### src/rtl/imem_fetch_ctrl_pkg.sv
`default_nettype none
// ============================================================================
// Module : imem_fetch_ctrl_pkg
// Brief  : Shared types and constants for the instruction fetch controller.
// Rev    : 1.0  initial release
// ============================================================================
package imem_fetch_ctrl_pkg;

  // Fetch controller operating modes
  typedef enum logic [0:0] {
    ST_RUN  = 1'b0,
    ST_LOAD = 1'b1
  } fetch_state_t;

  localparam int          IMEM_ADDR_W      = 7;
  localparam logic [31:0] DEFAULT_RESET_PC = 32'd0;
  localparam logic [31:0] NOP_INST         = 32'h8000_0000;

  // One prefetch buffer entry: instruction word plus the PC it came from
  typedef struct packed {
    logic [31:0] inst;
    logic [31:0] pc;
  } fetch_entry_t;

endpackage
`default_nettype wire

### src/rtl/imem_fetch_ctrl_if.sv
`default_nettype none
// ============================================================================
// Module : imem_fetch_ctrl_if
// Brief  : Memory, loader, redirect and decode-side signals of the fetch
//          controller. master = fetch controller, slave = its environment.
// Rev    : 1.0  initial release
// ============================================================================
interface imem_fetch_ctrl_if #(
  parameter int ADDR_W = 7
);
  logic [31:0]       imem_addr;
  logic [31:0]       imem_data;
  logic              imem_wr_en;
  logic [31:0]       imem_wr_data;
  logic              ld_req;
  logic [ADDR_W-1:0] ld_addr;
  logic [31:0]       ld_data;
  logic              ld_gnt;
  logic              redirect;
  logic [31:0]       redirect_pc;
  logic [31:0]       inst;
  logic [31:0]       inst_pc;
  logic              inst_valid;
  logic              inst_ready;

  modport master (
    output imem_addr, imem_wr_en, imem_wr_data, ld_gnt,
    output inst, inst_pc, inst_valid,
    input  imem_data, ld_req, ld_addr, ld_data,
    input  redirect, redirect_pc, inst_ready
  );

  modport slave (
    input  imem_addr, imem_wr_en, imem_wr_data, ld_gnt,
    input  inst, inst_pc, inst_valid,
    output imem_data, ld_req, ld_addr, ld_data,
    output redirect, redirect_pc, inst_ready
  );
endinterface
`default_nettype wire

### src/rtl/imem_fetch_ctrl_fetch_buf.sv
`default_nettype none
// ============================================================================
// Module : imem_fetch_ctrl_fetch_buf
// Brief  : Small synchronous FIFO of {inst, pc} entries with flush.
//          Caller never pops when empty nor pushes when full without a pop.
// Rev    : 1.0  initial release
// ============================================================================
module imem_fetch_ctrl_fetch_buf
  import imem_fetch_ctrl_pkg::*;
#(
  parameter int DEPTH = 2,
  parameter int CNT_W = $clog2(DEPTH) + 1
) (
  input  logic             clk,
  input  logic             rst,
  input  logic             flush,
  input  logic             push,
  input  fetch_entry_t     push_data,
  input  logic             pop,
  output fetch_entry_t     head,
  output logic [CNT_W-1:0] count
);

  localparam int PTR_W = $clog2(DEPTH);

  fetch_entry_t     r_store [DEPTH];
  logic [PTR_W-1:0] r_wr_ptr;
  logic [PTR_W-1:0] r_rd_ptr;
  logic [CNT_W-1:0] r_count;

  // Pointer and occupancy bookkeeping; flush wins over push/pop
  always_ff @(posedge clk) begin
    if (rst || flush) begin
      r_wr_ptr <= '0;
      r_rd_ptr <= '0;
      r_count  <= '0;
    end else begin
      if (push) r_wr_ptr <= r_wr_ptr + 1'b1;
      if (pop)  r_rd_ptr <= r_rd_ptr + 1'b1;
      r_count <= r_count + CNT_W'(push) - CNT_W'(pop);
    end
  end

  // Entry storage needs no reset: occupancy gates every use of it
  always_ff @(posedge clk) begin
    if (push && !rst && !flush) r_store[r_wr_ptr] <= push_data;
  end

  assign head  = r_store[r_rd_ptr];
  assign count = r_count;

endmodule
`default_nettype wire

### src/rtl/imem_fetch_ctrl.sv
`default_nettype none
// ============================================================================
// Module : imem_fetch_ctrl
// Brief  : Instruction fetch sequencer and loader arbiter for a single-port,
//          combinational-read instruction memory, feeding decode through a
//          small prefetch buffer.
// Rev    : 1.0  initial release
// ============================================================================
module imem_fetch_ctrl
  import imem_fetch_ctrl_pkg::*;
#(
  parameter int          ADDR_W    = IMEM_ADDR_W,
  parameter int          BUF_DEPTH = 2,
  parameter logic [31:0] RESET_PC  = DEFAULT_RESET_PC
) (
  input logic              clk,
  input logic              rst,
  imem_fetch_ctrl_if.master bus
);

  localparam int CNT_W = $clog2(BUF_DEPTH) + 1;

  fetch_state_t     r_state;
  logic [31:0]      r_pc;
  logic [CNT_W-1:0] w_count;
  fetch_entry_t     w_head;
  fetch_entry_t     w_push_entry;
  logic             w_run;
  logic             w_granted;
  logic             w_valid;
  logic             w_pop;
  logic             w_push;
  logic             w_flush;

  // Outputs are forced quiet while rst is high so a reset landing in a
  // granted cycle cannot leak a write into memory.
  assign w_run     = (r_state == ST_RUN);
  assign w_granted = !rst && (r_state == ST_LOAD) && bus.ld_req;
  assign w_valid   = !rst && (w_count != '0);
  assign w_pop     = w_valid && bus.inst_ready;
  // A pending loader or redirect suppresses the fetch in that cycle
  assign w_push    = w_run && !bus.ld_req && !bus.redirect &&
                     ((w_count < CNT_W'(BUF_DEPTH)) || w_pop);
  assign w_flush   = w_run && (bus.ld_req || bus.redirect);

  assign w_push_entry = '{inst: bus.imem_data, pc: r_pc};

  // Mode and PC sequencing; the loader takes priority over a redirect
  always_ff @(posedge clk) begin
    if (rst) begin
      r_state <= ST_RUN;
      r_pc    <= RESET_PC;
    end else begin
      case (r_state)
        ST_RUN: begin
          if (bus.ld_req) begin
            r_state <= ST_LOAD;
          end else if (bus.redirect) begin
            r_pc <= bus.redirect_pc;
          end else if (w_push) begin
            r_pc <= r_pc + 32'd1;
          end
        end
        ST_LOAD: begin
          if (!bus.ld_req) begin
            r_state <= ST_RUN;
            r_pc    <= RESET_PC;
          end
        end
        default: r_state <= ST_RUN;
      endcase
    end
  end

  imem_fetch_ctrl_fetch_buf #(
    .DEPTH (BUF_DEPTH),
    .CNT_W (CNT_W)
  ) u_fetch_buf (
    .clk       (clk),
    .rst       (rst),
    .flush     (w_flush),
    .push      (w_push),
    .push_data (w_push_entry),
    .pop       (w_pop),
    .head      (w_head),
    .count     (w_count)
  );

  assign bus.imem_addr    = rst       ? 32'd0 :
                            w_granted ? {{(32-ADDR_W){1'b0}}, bus.ld_addr} : r_pc;
  assign bus.imem_wr_en   = w_granted;
  assign bus.imem_wr_data = w_granted ? bus.ld_data : 32'd0;
  assign bus.ld_gnt       = w_granted;
  assign bus.inst_valid   = w_valid;
  assign bus.inst         = w_valid ? w_head.inst : 32'd0;
  assign bus.inst_pc      = w_valid ? w_head.pc   : 32'd0;

endmodule
`default_nettype wire
### src/flat_wrapper.sv
// flat-port wrapper written by rule: the top's interface ports become plain ports
module imem_fetch_ctrl_flat import imem_fetch_ctrl_pkg::*;
#(
  parameter int          ADDR_W    = IMEM_ADDR_W,
  parameter int          BUF_DEPTH = 2,
  parameter logic [31:0] RESET_PC  = DEFAULT_RESET_PC
)
  (clk, rst, bus_imem_addr, bus_imem_wr_en, bus_imem_wr_data, bus_ld_gnt, bus_inst, bus_inst_pc, bus_inst_valid, bus_imem_data, bus_ld_req, bus_ld_addr, bus_ld_data, bus_redirect, bus_redirect_pc, bus_inst_ready);
  imem_fetch_ctrl_if #(.ADDR_W(ADDR_W)) bus_i ();
  input logic clk;
  input logic rst;
  output wire logic [$bits(bus_i.imem_addr)-1:0] bus_imem_addr;
  output wire logic [$bits(bus_i.imem_wr_en)-1:0] bus_imem_wr_en;
  output wire logic [$bits(bus_i.imem_wr_data)-1:0] bus_imem_wr_data;
  output wire logic [$bits(bus_i.ld_gnt)-1:0] bus_ld_gnt;
  output wire logic [$bits(bus_i.inst)-1:0] bus_inst;
  output wire logic [$bits(bus_i.inst_pc)-1:0] bus_inst_pc;
  output wire logic [$bits(bus_i.inst_valid)-1:0] bus_inst_valid;
  input wire logic [$bits(bus_i.imem_data)-1:0] bus_imem_data;
  input wire logic [$bits(bus_i.ld_req)-1:0] bus_ld_req;
  input wire logic [$bits(bus_i.ld_addr)-1:0] bus_ld_addr;
  input wire logic [$bits(bus_i.ld_data)-1:0] bus_ld_data;
  input wire logic [$bits(bus_i.redirect)-1:0] bus_redirect;
  input wire logic [$bits(bus_i.redirect_pc)-1:0] bus_redirect_pc;
  input wire logic [$bits(bus_i.inst_ready)-1:0] bus_inst_ready;
  assign bus_imem_addr = bus_i.imem_addr;
  assign bus_imem_wr_en = bus_i.imem_wr_en;
  assign bus_imem_wr_data = bus_i.imem_wr_data;
  assign bus_ld_gnt = bus_i.ld_gnt;
  assign bus_inst = bus_i.inst;
  assign bus_inst_pc = bus_i.inst_pc;
  assign bus_inst_valid = bus_i.inst_valid;
  assign bus_i.imem_data = bus_imem_data;
  assign bus_i.ld_req = bus_ld_req;
  assign bus_i.ld_addr = bus_ld_addr;
  assign bus_i.ld_data = bus_ld_data;
  assign bus_i.redirect = bus_redirect;
  assign bus_i.redirect_pc = bus_redirect_pc;
  assign bus_i.inst_ready = bus_inst_ready;
  imem_fetch_ctrl #(.ADDR_W(ADDR_W), .BUF_DEPTH(BUF_DEPTH), .RESET_PC(RESET_PC)) u_core (.clk(clk), .rst(rst), .bus(bus_i));
endmodule
### config.mk
export PLATFORM = sky130hd
export DESIGN_NAME = imem_fetch_ctrl_flat
export DESIGN_NICKNAME = d
export VERILOG_FILES = /design/src/rtl/imem_fetch_ctrl_pkg.sv /design/src/rtl/imem_fetch_ctrl_if.sv /design/src/rtl/imem_fetch_ctrl_fetch_buf.sv /design/src/rtl/imem_fetch_ctrl.sv /design/src/flat_wrapper.sv
export SDC_FILE = /design/constraint.sdc
export NUM_CORES = 1
export LEC_CHECK = 0
export CAP_MARGIN = 40
export CORE_MARGIN = 4
export CORE_UTILIZATION = 51
export DETAILED_ROUTE_END_ITERATION = 10
export PLACE_DENSITY = 0.9
export SLEW_MARGIN = 30
export SYNTH_ARGS = -nofsm -noshare
export SYNTH_HDL_FRONTEND = slang
export SYNTH_SLANG_ARGS = --single-unit
### constraint.sdc
create_clock -name clk -period 9 [get_ports clk]
set_input_delay 1.8 -clock clk [delete_from_list [all_inputs] [get_ports clk]]
set_output_delay 1.8 -clock clk [all_outputs]
set_load 0.05 [all_outputs]
==> Yosys cells after proc, flatten, opt, wreduce, memory -nomap -nowiden <==
Memories as Yosys holds them, arrays and structs flattened. A register that Yosys moved wholly into a read port is not among the register bits.
Index checks and enable logic that the tools add are counted.
{ "classes": {"addsub": 5, "multipliers": 0, "n_div": 0, "n_lt_le_gt_ge": 1, "eq_ne": 3, "shift": 0, "n_mux": 15, "n_bitwise": 1, "reduce_logical": 19} }
{ "ops": {"columns": ["op", "count"], "rows": [
  ["two-way mux 32 bit", 9],
  ["case mux 32 bit (2 select lines)", 1],
  ["adder 32 x 1 -> 32 bit (second input constant)", 1],
  ["logical AND 1 bit", 10],
  ["two-way mux 1 bit", 5],
  ["logical NOT 1 bit", 4],
  ["inequality test 2 bit (second input constant)", 2],
  ["logical OR 1 bit", 3],
  ["inequality test 3 bit (second input constant)", 1],
  ["AND reduction 3 bit", 1],
  ["adder 1 bit (second input constant)", 2],
  ["adder 2 x 1 -> 2 bit", 1],
  ["less-than comparator 2 bit (second input constant)", 1],
  ["nonzero test 2 bit", 1],
  ["subtractor 2 x 1 -> 2 bit", 1],
  ["NOT 1 bit", 1]
]} }
{ "word_totals": {"regBits": 37, "latchBits": 0, "ramBits": 128, "rom_bits": 0, "inputBits": 108, "out_inout_bits": 131, "wordCells": 50, "memories": 1} }
{ "mem_list": {"columns": ["name", "words", "width", "read_ports", "rd_ports_with_merged_regs", "write_ports", "line", "text"], "rows": [
  ["u_core.u_fetch_buf.r_store", 2, 64, 1, 1, 1, "imem_fetch_ctrl_fetch_buf.sv:26", "fetch_entry_t r_store [DEPTH];"]
]} }

==> Depth between registers and ports, before layout <==
{ "logic_depth": {"depth_word": 9, "ltp_mapped": 10, "depth_no_buf": 10} }

==> Cells and area by module <==
A second synthesis with hierarchy kept.
{ "hier_totals": {"cells_unflattened": 655, "area_unflattened_um2": 8126.5} }
{ "by_module_without_submodules": {"columns": ["module", "n_inst", "cells_per_inst", "area_each_um2"], "rows": [
  ["imem_fetch_ctrl_fetch_buf", 1, 219, 5138.7],
  ["imem_fetch_ctrl", 1, 436, 2987.9]
]} }

==> Least setup slack after synthesis <==
No wires, ideal clock.
{ "synth_timing": {"path_type": "input-to-reg", "start": "input port bus_ld_req", "end": "memory u_core.u_fetch_buf.r_store[0][0] in the netlist's numbering, enable pin", "setup_time_ns": 0.487, "arrival_time_ns": 5.756, "t_required_ns": 8.513, "setup_slack_ns": 2.758, "stages": 6, "path_buffers": 3, "cell_sequence": "clkbuf_1 or4_1 or2_2 clkbuf_2 clkbuf_1 nor2_1"} }
{ "synth_between": {"elab_chain_len": 8, "word_cells_on_any_way": 11, "cone_classes": "mux (2); reduce/logical (9)"} }
{ "synth_lines": {"columns": ["element", "line", "text"], "rows": [
  ["start, declared", "flat_wrapper.sv:20", "input wire logic [$bits(bus_i.ld_req)-1:0] bus_ld_req;"],
  ["logical NOT 1 bit", "imem_fetch_ctrl.sv:42", "assign w_push = w_run && !bus.ld_req && !bus.redirect &&"],
  ["logical AND 1 bit (3 in series)", "imem_fetch_ctrl.sv:42", null],
  ["logical AND 1 bit", "imem_fetch_ctrl_fetch_buf.sv:46", "if (push && !rst && !flush) r_store[r_wr_ptr] <= push_data;"],
  ["logical AND 1 bit (*)", "imem_fetch_ctrl_fetch_buf.sv:46", null],
  ["two-way mux 1 bit (*)", "imem_fetch_ctrl_fetch_buf.sv:46", null],
  ["two-way mux 1 bit (implied by the code) (*)", "imem_fetch_ctrl_fetch_buf.sv:46", null],
  ["end, declared", "imem_fetch_ctrl_fetch_buf.sv:26", null]
]} }
Mark *: on every way between the ends. The rest lies on a longest branch, timed or not.

==> Final worst setup path <==
{ "layout_timing": {"start": "input port rst", "end": "output port bus_imem_addr[28]"} }
{ "layout_between": {"elab_chain_len": 5} }
{ "layout_lines": {"columns": ["element", "line", "text"], "rows": [
  ["start, declared", "flat_wrapper.sv:11", "input logic rst;"],
  ["logical NOT 1 bit", "imem_fetch_ctrl.sv:38", "assign w_granted = !rst && (r_state == ST_LOAD) && bus.ld_req;"],
  ["logical AND 1 bit (2 in series)", "imem_fetch_ctrl.sv:38", null],
  ["two-way mux 32 bit", "imem_fetch_ctrl.sv:90", "w_granted ? {{(32-ADDR_W){1'b0}}, bus.ld_addr} : r_pc;"],
  ["two-way mux 32 bit (*)", "imem_fetch_ctrl.sv:89", "assign bus.imem_addr = rst ? 32'd0 :"],
  ["end, declared", "flat_wrapper.sv:12", "output wire logic [$bits(bus_i.imem_addr)-1:0] bus_imem_addr;"]
]} }
Marked as above.

==> results.yml <==
finish:
  layout_common_cells: "238 x clkdlybuf4s50_1, 128 x edfxtp_1, 90 x nor2_1, 68 x mux2i_1, 38 x and3_1"
  drive_gt1_share_pct: 5.76
  layoutNonFillerInstCount: 1086
  final_common_cell: "clkdlybuf4s50_1"
  nFillCells: 994
  diodes: 0
  area_delta_synth_final_pct: 41.4
  nets: 1000
timing:
  hold_violations: 0
  fin_crit_ns: 6.48
  fin_worst_skew_ns: 0.0102
  finalMaxSlewViolations: 0
  fin_crit_sh_pct: 72.0
  setup_tns_ns: 0
  setup_viol: 0
  worst_slack_ns: 2.52
  worst_pin_slew_ns: 0.794
  slew_headroom_pct: 45.7
  max_freq_mhz: 154
  rsz0062_at_grt: "no"
detailed_routing:
  routed_wl_um: 21100
  via_per_inst: 5.69
  drtAntennaViolNets: 0
  drc_errors: 0
  drt_iter0_drc: 487
  routedWlPerCell_um: 19.5
  num_vias: 6184
  dr.pass1.iters: 5
yosys:
  seq_area_frac_synth_pct: 60.7
  synth_area_um2: 7590
  ys_ff_latch: 166
  syn-instance-count: 664
  synth_edf_count: 128
  ys.flop_type: "edfxtp_1"
  yosysWarnings: 0
  syn_nets: 775
  ys_async_sr_fraction_pct: 0
  synth.avg_cell_area_um2: 11.4
  ys_types: 54
  synth_top_area_cell: "edfxtp_1"
  synth_top_area_share_pct: 50.7
  ys_top_cells_by_area: "edfxtp_1 51%, dfxtp_1 10%, mux2i_1 9.0%"
cts:
  cts_tree: "yes"
  cts_htree_levels: 4
  path_clk_slew_ns: 0.06
  cts_root_buf: "clkbuf_16"
  clockBufferDepth: 2
  insertion_delay_ns: 0.43
  cts_sinks: 166
  postCtsSetupBuffers: 0
  numCtsBuffers: 17
  holdBufCountCts: 0
  cts_resized: 0
power_and_ir_drop:
  ir_drop_mv: 0.146
  power.density_nw_per_um2: 163
  power_leakage_nw: 3.66
critical_path:
  cp_max_fo: 23
  cp-end-kind: "output pin"
  critPathArrivalTime_ns: 4.68
  slowest_stage: "clkdlybuf4s50_1"
  critical_path_class: "in -> out"
  cp_cell_sequence: "clkdlybuf4s50_1 -> nor2b_1 -> and2_1 -> nor2_1 -> buf_4 -> and2_1 -> clkdlybuf4s50_1"
  worst_path_largest_cell_delay_ns: 0.90
  required_ns: 7.20
  start_kind: "input pin"
run_status:
  status: "finished clean"
placed_design:
  place_ws_ns: 2.57
  port_buffers: 238
  routabilityCongestion: 0.895
  dpl.cell_count: 1053
  hpwl_um: 14600
global_routing:
  antenna_found_initial: 2
  grt_max_degree: 66
  grt-ovfl-total: 0
  grt_pass1_vias: 5872
  grt_usage_pct: 24.8
  grt_pass1_wl_um: 31700
floorplan:
  die_x_um: 130
  pin_count: 239
  fp.dieH_um: 130
  start_util_pct: 52.2
  core_um2: 14500
  die_area_um2: 16900
  core.rowCount: 44
worst_hold_path:
  hp-class: "reg -> reg"
job:
  maxCapViolCount: 0
## report_power, final
part	switching, W	internal (W)
combinational	0.000103	0.0000866
clock	0.000293	0.000397
sequential	0.0000262	0.000846
total	0.000422	0.00133
## synthesized netlist by cell type, drive strengths merged (3+ instances only)
cell,instances
edfxtp,128
nor2,92
mux2i,68
and3,38
dfxtp,38
nand2,36
o21ai,36
and2,29
clkbuf,25
a21oi,19
buf,19
nand3,14
nand4,14
nor3,12
nor4,11
inv,10
a22oi,8
nand2b,7
or2,4
xnor2,4
a221o,3
ha,3
nor2b,3
nor4b,3
or3,3
xor2,3
## logic make-up (layout without fill, tap and decap cells)
kind of cell             count (synthesis)  after routing  share of synthesized area (%)
AO/OA/AOI/OAI                           94             94                           7.78
multiplexers                            68             68                           8.97
flip-flops                             166            166                           60.7
adder cells (fa/ha/maj)                  3              3                          0.495
buffers and inverters                   54            292                           2.90
XOR/XNOR                                 7              7                          0.808
AND/OR/NAND/NOR                        272            272                           18.3
## worst max-delay path: cells and delay by family
| family | cells | cell delay [ns] |
|---|---|---|
| buffers and inverters | 3 | 2.02 |
| AND/OR/NAND/NOR | 4 | 0.84 |
## area by class of cell
cell class                      count  area [um^2]  area share, %
Clock buffer                       22          464           4.33
Timing Repair Buffer              250         2510           23.4
Tap cell                          184          230           2.15
Sequential cell                   166         4610           43.0
Multi-Input combinational cell    444         2780           25.9
Clock inverter                     10         93.8          0.875
Inverter                           10         37.5          0.350
## flip-flops by register name (all words and copies together), names as in the netlist, named ones only
signal and flops:
u_core.r_state 1, u_core.u_fetch_buf.r_wr_ptr 1, u_core.u_fetch_buf.count 2, u_core.u_fetch_buf.r_rd_ptr 1, u_core.r_pc 32, u_core.u_fetch_buf.r_store 128
## per-layer routing
layer  vias up  track usage (%)  share of wire [%]
met4         2             7.82                1.8
met2       311             44.1                 52
li1       2894                -                  -
met3        39             6.59                8.3
met1      2938             29.3                 38
met5         -                0              0.062
## stage by stage
step                      util (%)  instance area [um^2]  hold WS (ns)  power [W]
after floorplan                  -                  7590         0.427   0.000977
after global placement        69.5                 10100         0.495    0.00107
final                         73.8                 10700         0.522    0.00175
after detailed placement      69.8                 10100         0.500    0.00108
after CTS                     73.6                 10700         0.518    0.00176
after global routing          73.8                 10700         0.529    0.00181
## path summary, 6_finish.rpt
kind,start,slack (ns),depth (start not counted),to
max,rst,2.52,7,bus_imem_addr[28]
min,u_core.r_pc[30],0.52,0,u_core.u_fetch_buf.r_store[1][30]
max reg2reg,u_core.r_state,6.23,4,u_core.u_fetch_buf.r_store[1][18]
min reg2reg,u_core.r_pc[30],0.52,0,u_core.u_fetch_buf.r_store[1][30]
Note: power is estimated with default switching activity, not from simulation.
